$ cat src/rtl/cmdq_pkg.sv
// cmdq_pkg: shared definitions for the host command queue.
//   - slot_state_e : per-slot lifecycle encoding (FREE..DONE)
//   - DEF_*        : default geometry of the queue
//   - cmd_width()  : derives the CDB width from word width and row count
package cmdq_pkg;

  typedef enum logic [2:0] {
    ST_FREE       = 3'd0,
    ST_ASSEMBLING = 3'd1,
    ST_PENDING    = 3'd2,
    ST_DISPATCHED = 3'd3,
    ST_DONE       = 3'd4
  } slot_state_e;

  localparam int DEF_WORD_W = 32;
  localparam int DEF_ROWS   = 8;
  localparam int DEF_DEPTH  = 8;
  localparam int DEF_IDX_W  = 3;
  localparam int DEF_ST_W   = 8;

  function automatic int cmd_width(input int word_w, input int rows);
    return word_w * rows;
  endfunction

  localparam int DEF_CMD_W = cmd_width(DEF_WORD_W, DEF_ROWS);

endpackage

$ cat src/rtl/cmdq_index_fifo.sv
// cmdq_index_fifo: synchronous FIFO of slot indices giving dispatch order.
// Ports:
//   clock, reset    : single clock, synchronous active-high reset
//   push, push_data : enqueue a slot index
//   pop             : dequeue the head entry
//   empty           : no entries held
//   head            : index at the front (valid when !empty)
// Pointers carry one extra bit so a full FIFO is distinguishable from empty.
// The engine never holds more than DEPTH pending slots, so no full output.
module cmdq_index_fifo #(
  parameter int DEPTH = 8,
  parameter int IDX_W = 3
) (
  input  logic             clock,
  input  logic             reset,
  input  logic             push,
  input  logic [IDX_W-1:0] push_data,
  input  logic             pop,
  output logic             empty,
  output logic [IDX_W-1:0] head
);

  logic [IDX_W-1:0] mem [DEPTH];
  logic [IDX_W:0]   wr_ptr;
  logic [IDX_W:0]   rd_ptr;

  assign empty = (wr_ptr == rd_ptr);
  assign head  = mem[rd_ptr[IDX_W-1:0]];

  always_ff @(posedge clock) begin
    if (reset) begin
      wr_ptr <= '0;
      rd_ptr <= '0;
    end else begin
      if (push) wr_ptr <= wr_ptr + 1'b1;
      if (pop)  rd_ptr <= rd_ptr + 1'b1;
    end
  end

  // Storage carries no reset; only the pointers define validity.
  always_ff @(posedge clock) begin
    if (push) mem[wr_ptr[IDX_W-1:0]] <= push_data;
  end

endmodule

$ cat src/rtl/cmdq_engine.sv
// cmdq_engine: multi-slot host command queue.
// Host words are assembled into ROWS-row CDBs held in DEPTH tagged slots,
// dispatched in commit order to the scheduler, marked done by completion
// reports, and freed by host status queries.
// Ports:
//   clock, reset                 : single clock, synchronous active-high reset
//   cmdq_select/cmd_in/cmdq_ready: host word input (row 0 first)
//   cmd_abort                    : discard the partially assembled CDB
//   issued_valid/issued_index    : one-cycle commit notification with slot tag
//   sq_select/sq_ready           : dispatch valid/ready handshake
//   cmd_out/sq_index             : dispatched CDB and its slot tag
//   status_update_enable/cmdq_index/status_in : completion report
//   query_select/query_index/query_release    : status query, optional release
//   query_valid/query_state/query_status      : query response, one cycle later
module cmdq_engine
  import cmdq_pkg::*;
#(
  parameter int WORD_W  = DEF_WORD_W,
  parameter int ROWS    = DEF_ROWS,
  parameter int DEPTH   = DEF_DEPTH,
  parameter int IDX_W   = DEF_IDX_W,
  parameter int ST_W    = DEF_ST_W,
  localparam int CMD_W  = cmd_width(WORD_W, ROWS)
) (
  input  logic              clock,
  input  logic              reset,
  input  logic              cmdq_select,
  input  logic [WORD_W-1:0] cmd_in,
  output logic              cmdq_ready,
  input  logic              cmd_abort,
  output logic              issued_valid,
  output logic [IDX_W-1:0]  issued_index,
  output logic              sq_select,
  input  logic              sq_ready,
  output logic [CMD_W-1:0]  cmd_out,
  output logic [IDX_W-1:0]  sq_index,
  input  logic              status_update_enable,
  input  logic [IDX_W-1:0]  cmdq_index,
  input  logic [ST_W-1:0]   status_in,
  input  logic              query_select,
  input  logic [IDX_W-1:0]  query_index,
  input  logic              query_release,
  output logic              query_valid,
  output logic [2:0]        query_state,
  output logic [ST_W-1:0]   query_status
);

  localparam int ROW_W = (ROWS > 1) ? $clog2(ROWS) : 1;
  localparam logic [ROW_W-1:0] LAST_ROW = ROW_W'(ROWS - 1);

  slot_state_e      slot_state  [DEPTH];
  logic [CMD_W-1:0] slot_data   [DEPTH];
  logic [ST_W-1:0]  slot_status [DEPTH];

  logic [ROW_W-1:0] row_cnt;
  logic [IDX_W-1:0] asm_idx;

  // Lowest-index FREE slot. Uses registered state only, so a slot freed at
  // an edge is not visible here until the following cycle.
  logic             any_free;
  logic [IDX_W-1:0] free_idx;

  always_comb begin
    any_free = 1'b0;
    free_idx = '0;
    for (int i = DEPTH - 1; i >= 0; i--) begin
      if (slot_state[i] == ST_FREE) begin
        any_free = 1'b1;
        free_idx = IDX_W'(i);
      end
    end
  end

  assign cmdq_ready = !reset && ((row_cnt != '0) || any_free);

  logic             word_acc;
  logic             abort_hit;
  logic             first_row;
  logic             last_row;
  logic             commit;
  logic [IDX_W-1:0] wr_idx;

  // Abort wins over a word in the same cycle; the word is dropped.
  assign word_acc  = cmdq_select && cmdq_ready && !cmd_abort;
  assign abort_hit = cmd_abort && (row_cnt != '0);
  assign first_row = (row_cnt == '0);
  assign last_row  = (row_cnt == LAST_ROW);
  assign commit    = word_acc && last_row;
  assign wr_idx    = first_row ? free_idx : asm_idx;

  logic             fifo_empty;
  logic [IDX_W-1:0] fifo_head;
  logic             disp_acc;
  logic             disp_load;

  assign disp_acc  = sq_select && sq_ready;
  assign disp_load = !fifo_empty && (!sq_select || sq_ready);

  cmdq_index_fifo #(
    .DEPTH (DEPTH),
    .IDX_W (IDX_W)
  ) u_order_fifo (
    .clock     (clock),
    .reset     (reset),
    .push      (commit),
    .push_data (wr_idx),
    .pop       (disp_load),
    .empty     (fifo_empty),
    .head      (fifo_head)
  );

  // A slot being accepted by the scheduler is still PENDING, so the state
  // check alone rejects a same-cycle update; the explicit term keeps that
  // intent visible.
  logic upd_hit;
  logic rel_hit;

  assign upd_hit = status_update_enable
                && (slot_state[cmdq_index] == ST_DISPATCHED)
                && !(disp_acc && (sq_index == cmdq_index));
  assign rel_hit = query_select && query_release
                && (slot_state[query_index] == ST_DONE);

  // Slot state and assembly control. Each transition applies to a distinct
  // source state, so at most one of them can target any given slot.
  always_ff @(posedge clock) begin
    if (reset) begin
      for (int i = 0; i < DEPTH; i++) slot_state[i] <= ST_FREE;
      row_cnt      <= '0;
      asm_idx      <= '0;
      issued_valid <= 1'b0;
      issued_index <= '0;
    end else begin
      issued_valid <= commit;
      if (commit) issued_index <= wr_idx;

      if (abort_hit) begin
        row_cnt             <= '0;
        slot_state[asm_idx] <= ST_FREE;
      end else if (word_acc) begin
        row_cnt <= last_row ? '0 : row_cnt + 1'b1;
        if (first_row) asm_idx <= free_idx;
        if (last_row)
          slot_state[wr_idx] <= ST_PENDING;
        else if (first_row)
          slot_state[wr_idx] <= ST_ASSEMBLING;
      end

      if (disp_acc) slot_state[sq_index]    <= ST_DISPATCHED;
      if (upd_hit)  slot_state[cmdq_index]  <= ST_DONE;
      if (rel_hit)  slot_state[query_index] <= ST_FREE;
    end
  end

  // Payload storage: no reset, validity is tracked by slot_state.
  always_ff @(posedge clock) begin
    if (word_acc) slot_data[wr_idx][int'(row_cnt) * WORD_W +: WORD_W] <= cmd_in;
    if (upd_hit)  slot_status[cmdq_index] <= status_in;
  end

  // Dispatch register stage: loaded from the FIFO head, held while stalled.
  always_ff @(posedge clock) begin
    if (reset) begin
      sq_select <= 1'b0;
      sq_index  <= '0;
      cmd_out   <= '0;
    end else if (disp_load) begin
      sq_select <= 1'b1;
      sq_index  <= fifo_head;
      cmd_out   <= slot_data[fifo_head];
    end else if (disp_acc) begin
      sq_select <= 1'b0;
    end
  end

  // Query response stage: samples state before any same-cycle release.
  always_ff @(posedge clock) begin
    if (reset) begin
      query_valid  <= 1'b0;
      query_state  <= '0;
      query_status <= '0;
    end else begin
      query_valid <= query_select;
      if (query_select) begin
        query_state  <= slot_state[query_index];
        query_status <= (slot_state[query_index] == ST_DONE) ?
                        slot_status[query_index] : '0;
      end
    end
  end

endmodule

$ cat config.mk
export PLATFORM = sky130hd
export DESIGN_NAME = cmdq_engine
export DESIGN_NICKNAME = d
export VERILOG_FILES = /design/src/rtl/cmdq_pkg.sv /design/src/rtl/cmdq_index_fifo.sv /design/src/rtl/cmdq_engine.sv
export SDC_FILE = /design/constraint.sdc
export NUM_CORES = 2
export LEC_CHECK = 0
export ABC_AREA = 1
export CORE_MARGIN = 4
export CORE_UTILIZATION = 55
export DETAILED_ROUTE_END_ITERATION = 8
export PLACE_DENSITY_LB_ADDON = 0.05
export SETUP_SLACK_MARGIN = 0.15
export SKIP_LAST_GASP = 1
export SYNTH_ARGS = -nofsm -noshare
export SYNTH_HDL_FRONTEND = slang
export SYNTH_SLANG_ARGS = --single-unit
$ cat constraint.sdc
create_clock -name clock -period 13 [get_ports clock]
set_clock_uncertainty 0.15 [all_clocks]
set_input_delay 3.9 -clock clock [delete_from_list [all_inputs] [get_ports clock]]
set_output_delay 3.9 -clock clock [all_outputs]
set_load 0.01 [all_outputs]
Yosys cells after proc, flatten, opt, wreduce, memory -nomap -nowiden
Memories as Yosys holds them, arrays and structs flattened. A register that Yosys moved wholly into a read port is not among the register bits.
Index checks and enable logic that the tools add are counted.
Widths: inputs -> output; s select.
{ "classes": {"n_bitwise": 2, "n_addsub": 4, "shift": 2, "mux": 69, "eq_ne": 5, "n_reduce_logical": 37} }
{ "ops": {"columns": ["op", "count"], "rows": [
  ["$mux 256", 1],
  ["$shift 32x33->256 const A", 1],
  ["$shiftx 32x33->256", 1],
  ["$mux 3", 23],
  ["$mux 1", 44],
  ["$neg 8->33", 1],
  ["$logic_not 3->1", 9],
  ["$reduce_or 3->1", 5],
  ["$logic_and 1x1->1", 12],
  ["$add 4x1->4 const B", 2],
  ["$mux 8", 1],
  ["$eq 3x3->1 const B", 2],
  ["$logic_not 1->1", 5],
  ["$eq 4x4->1", 1],
  ["$add 3x1->3 const B", 1],
  ["$eq 3x2->1 const B", 1],
  ["$eq 3x3->1", 1],
  ["$reduce_bool 3->1", 1],
  ["$logic_or 1x1->1", 2],
  ["$reduce_and 2->1", 1],
  ["$reduce_bool 2->1", 1],
  ["$reduce_or 2->1", 1],
  ["$not 1->1", 1],
  ["$or 1x1->1", 1]
]} }
{ "word_totals": {"elab_cells": 134, "mem_count": 4, "reg_bits": 34, "out_inout_bits": 277, "input_bits": 54, "ram_bits": 2160} }
{ "memory_table": {"columns": ["name", "words", "word_bits", "rd", "rd_ports_with_merged_regs", "wr", "line_no", "text"], "rows": [
  ["slot_data", 8, 256, 1, 1, 1, "cmdq_engine.sv:52", "logic [CMD_W-1:0] slot_data [DEPTH];"],
  ["slot_status", 8, 8, 1, 0, 1, "cmdq_engine.sv:53", "logic [ST_W-1:0] slot_status [DEPTH];"],
  ["slot_state", 8, 3, 10, 0, 8, "cmdq_engine.sv:51", "slot_state_e slot_state [DEPTH];"],
  ["u_order_fifo.mem", 8, 3, 1, 1, 1, "cmdq_index_fifo.sv:23", "logic [IDX_W-1:0] mem [DEPTH];"]
]} }

Depth between registers and ports, before layout
{ "depth": {"depth_word": 20, "mapped_depth": 17, "depth_no_buf": 17} }

Hierarchy
From an unflattened synthesis, not the netlist that was laid out.
{ "unflattened": {"hier_cells": 8175, "area_unflattened_um2": 95780.6} }
{ "modules_own_cells": {"columns": ["module", "instances", "cells_per_inst", "seq_area_each_um2", "area_each_um2"], "rows": [
  ["cmdq_engine", 1, 8004, 69546.7, 94240.4],
  ["cmdq_index_fifo", 1, 171, 940.9, 1540.2]
]} }

Worst setup path before layout
OpenSTA, ideal clock, no wires.
{ "synth_path": {"kind": "input to output", "startpoint": "in reset", "endpoint": "out cmdq_ready", "required_ns": 8.950, "t_arrival_ns": 4.582, "path_slack_ns": 4.368, "n_path_buf": 2, "path_stages": 5, "cell_sequence": "clkbuf_1 -> inv_1 -> clkbuf_1 -> nand2_1 -> inv_1"} }
{ "synth_between": {"elab_chain_cells": 2} }
{ "synth_lines": {"columns": ["element", "line_no", "text"], "rows": [
  ["start, declared", "cmdq_engine.sv:26", "input logic reset,"],
  ["$logic_not 1->1", "cmdq_engine.sv:74", "assign cmdq_ready = !reset && ((row_cnt != '0) || any_free);"],
  ["$logic_and 1x1->1", "cmdq_engine.sv:74", null],
  ["end, declared", "cmdq_engine.sv:29", "output logic cmdq_ready,"]
]} }
No other way between the ends.

Final worst setup path
Same ends and word-level chain as after synthesis.

==> metrics.txt <==
non-filler cells, final 10853; worst endpoint required time 8.95 ns; Cells after Synth 8133; largest net degree at the start of global routing 253; share of layout cells above drive strength 1 6.27%; final wirelength 279000 um; first-pass GRT wire length 402000 um; Post-Synthesis Net Count 8197; worst vdd ir 0.000549 V; fin worst setup slack 3.10 ns; leakage power 38.7 nW; Max Fclk 101 MHz; FF-to-FF path depth 14; P_sw 9.34 mW; initial antenna violation count 30; Core Rows 153; I/O pins 331; Cell variety after synth 48; DP HPWL 164000 um; vias in the first global route 60364; Switching Share 37.3%; Avg Cell Area, Syn 11.8 um2; Critical Path AT 5.85 ns; CTS Buffer Depth 3; Clock transition at path regs 0.06 ns; die footprint 181000 um2; clock sink count 2453; Critical Path Fanout Max 107; drc violations 0; flip-flop and latch area 70500 um2; Vias 64410; internal power 15.7 mW; First-pass DRT Iterations 6; Worst-Skew Late Latency 0.86 ns; max_slew headroom 13.8%; #FFs+latches synth 2453; hold path depth 2; DIE WIDTH 426 um; Via density 5.93; GRT Overall Usage 30.3%; H-tree depth 4; Fin. Hold Viols 0; number of synthesized flops with an enable pin 2136; DRT iter0 DRCs 7552; area of the multi-input gates 22200 um2; wire length per cell 25.7 um; core box area 174000 um2; total grt overflow 0; Starting Density 55.3%; Post-Place Setup Slack 3.11 ns; area grow syn2layout 13.6%; clock share of power 27.0%; Max Slew Vio Count 0; cell area after synthesis 96000 um2; Setup Fix Bufs, Post-CTS 0; final worst path period share 76.2%; Final setup viols 0; CP Class in2out; Worst setup SP type input port; Comb pwr share 35.6%; CTS tree done; clock tree root driver cell clkbuf_16; crit end category output port; register area share after synthesis 73.5%; hold crit path type reg2reg; Synth Warn # 0; Async SR Flop Fraction 0%; hold-fix buffers at CTS 0; CTS Buf Count 239; outcome completed; MaxCap Viol Count 0; Sequential Power Share 37.4%; die height 426 um; NumNets Final 8370; ANT nets after route 0; IO Port Bufs 330; Least-Margin Pin Slew 1.29 ns; RSZ-0062 raised after global routing no; # fillers 13572; RD Place Congestion 0.963; Final min period 9.90 ns; PD cells 229 nW/um2; placed insts 10390; TNS Setup 0 ns; Post-synth top flop edfxtp_1; CTS resizes 0
Yosys cell counts, types with 3 or more instances:
master	instances	area (um2)
o211ai_1	3	22.5
xnor2_1	5	43.8
nand2_1	1197	4490
clkbuf_1	254	953
clkinv_1	3	11.3
nand4_1	11	68.8
nor2_1	1395	5240
buf_1	30	113
buf_6	7	78.8
a211oi_1	4	30.0
o221ai_1	3	26.3
ha_1	10	125
inv_2	3	11.3
buf_2	195	976
a21boi_1	5	37.5
or2_0	75	469
buf_4	20	150
a21boi_0	3	22.5
nand3_1	340	1700
or2_2	7	43.8
a221oi_1	3	26.3
dfxtp_1	317	6350
nor3_1	12	60.1
o22ai_1	545	3410
a21oi_1	59	295
nand2_2	3	18.8
inv_1	400	1500
o21ai_1	194	971
edfxtp_1	2136	64100
o21ai_0	870	4350
power groups by stage:
stage / clock (mW) / sequential, mW / combinational, mW
finish: 6.75 / 9.36 / 8.90
global route: 7.17 / 9.38 / 9.86
CTS: 6.82 / 9.38 / 8.86
detailed placement: 0 / 9.54 / 8.82
global placement: 0 / 9.53 / 8.68
floorplan: 0 / 9.43 / 5.93
metrics by stage:
| step | hold WS [ns] | util, % | cell area [um2] | total power, mW |
|---|---|---|---|---|
| floorplan | 0.293 | - | 96000 | 15.4 |
| global placement | 0.309 | 58.4 | 101000 | 18.2 |
| detailed placement | 0.311 | 58.4 | 101000 | 18.4 |
| CTS | 0.323 | 62.8 | 109000 | 25.1 |
| global route | 0.342 | 62.8 | 109000 | 26.4 |
| finish | 0.319 | 62.8 | 109000 | 25.0 |
state kept, by name (all words and copies together) (netlist names), 3 cells and up, named ones only:
| name | cells |
|---|---|
| row_cnt | 3 |
| cmd_out | 256 |
| issued_index | 3 |
| sq_index | 3 |
| slot_data | 2048 |
| u_order_fifo.rd_ptr | 4 |
| u_order_fifo.wr_ptr | 4 |
| u_order_fifo.mem | 24 |
| query_state | 3 |
| query_status | 8 |
| slot_state | 24 |
| asm_idx | 3 |
| slot_status | 64 |
critical path, cell delays in order:
cell and delay (ns):
clkdlybuf4s50_1 0.39, buf_4 0.22, inv_8 0.49, nand2_1 0.11, inv_1 0.09, clkdlybuf4s50_1 0.54
final cells by class:
class / instances / share of cell area [%]
sequential: 2453 / 64.7
clock inverter: 91 / 0.694
antenna: 13 / 0.0298
tap: 2325 / 2.67
clock buffer: 359 / 6.32
inverter: 408 / 1.45
timing repair buffer: 439 / 3.84
multi-input combinational: 4765 / 20.3
metal layers:
metal	vias to the layer above	GRT usage (%)	part of all wire, %
met3	595	6.79	9.0
met5	-	0	0.049
li1	29102	-	-
met1	31815	40.3	39
met4	22	15.4	5.5
met2	2876	47.2	46
kinds of logic (layout without fill, tap and decap cells):
| logic type | count (synthesis) | in the layout | synth area share [%] |
|---|---|---|---|
| XOR/XNOR | 5 | 5 | 0.0456 |
| buffers and inverters | 915 | 1297 | 3.97 |
| AND/OR/NAND/NOR | 3049 | 3049 | 12.7 |
| adder cells (fa/ha/maj) | 10 | 10 | 0.130 |
| flip-flops | 2453 | 2453 | 73.5 |
| AO/OA/AOI/OAI | 1701 | 1701 | 9.71 |
| other | 0 | 13 | 0 |
placed cells by master, fill, tap and decap left out, types with 10 or more instances in the layout:
cell type        netlist  layout
o22ai_1              545     545
edfxtp_1            2136    2136
clkbuf_16              0     244
a21oi_1               59      59
clkinv_1               3      43
diode_2                0      13
ha_1                  10      10
clkdlybuf4s50_1        0     330
bufinv_16              0      12
buf_4                 20     104
or2_0                 75      75
clkbuf_1             254      80
nand2_1             1197    1196
nor2_1              1395    1329
nand3_1              340     340
clkinv_2               0      32
o21ai_0              870     870
nor3_1                12      12
o21ai_1              194     194
inv_1                400     397
nand4_1               11      11
dfxtp_1              317     317
nor2_4                 0      66
clkbuf_8               0      35
path summary, 6_finish.rpt:
kind,to,slack [ns],from
hold reg to reg,query_status[5],0.32,query_status[5]
setup / recovery,cmdq_ready,3.10,reset
hold / removal,query_status[5],0.32,query_status[5]
setup reg to reg,cmd_out[215],6.67,register
No activity file was read; power rests on OpenSTA's default activity.
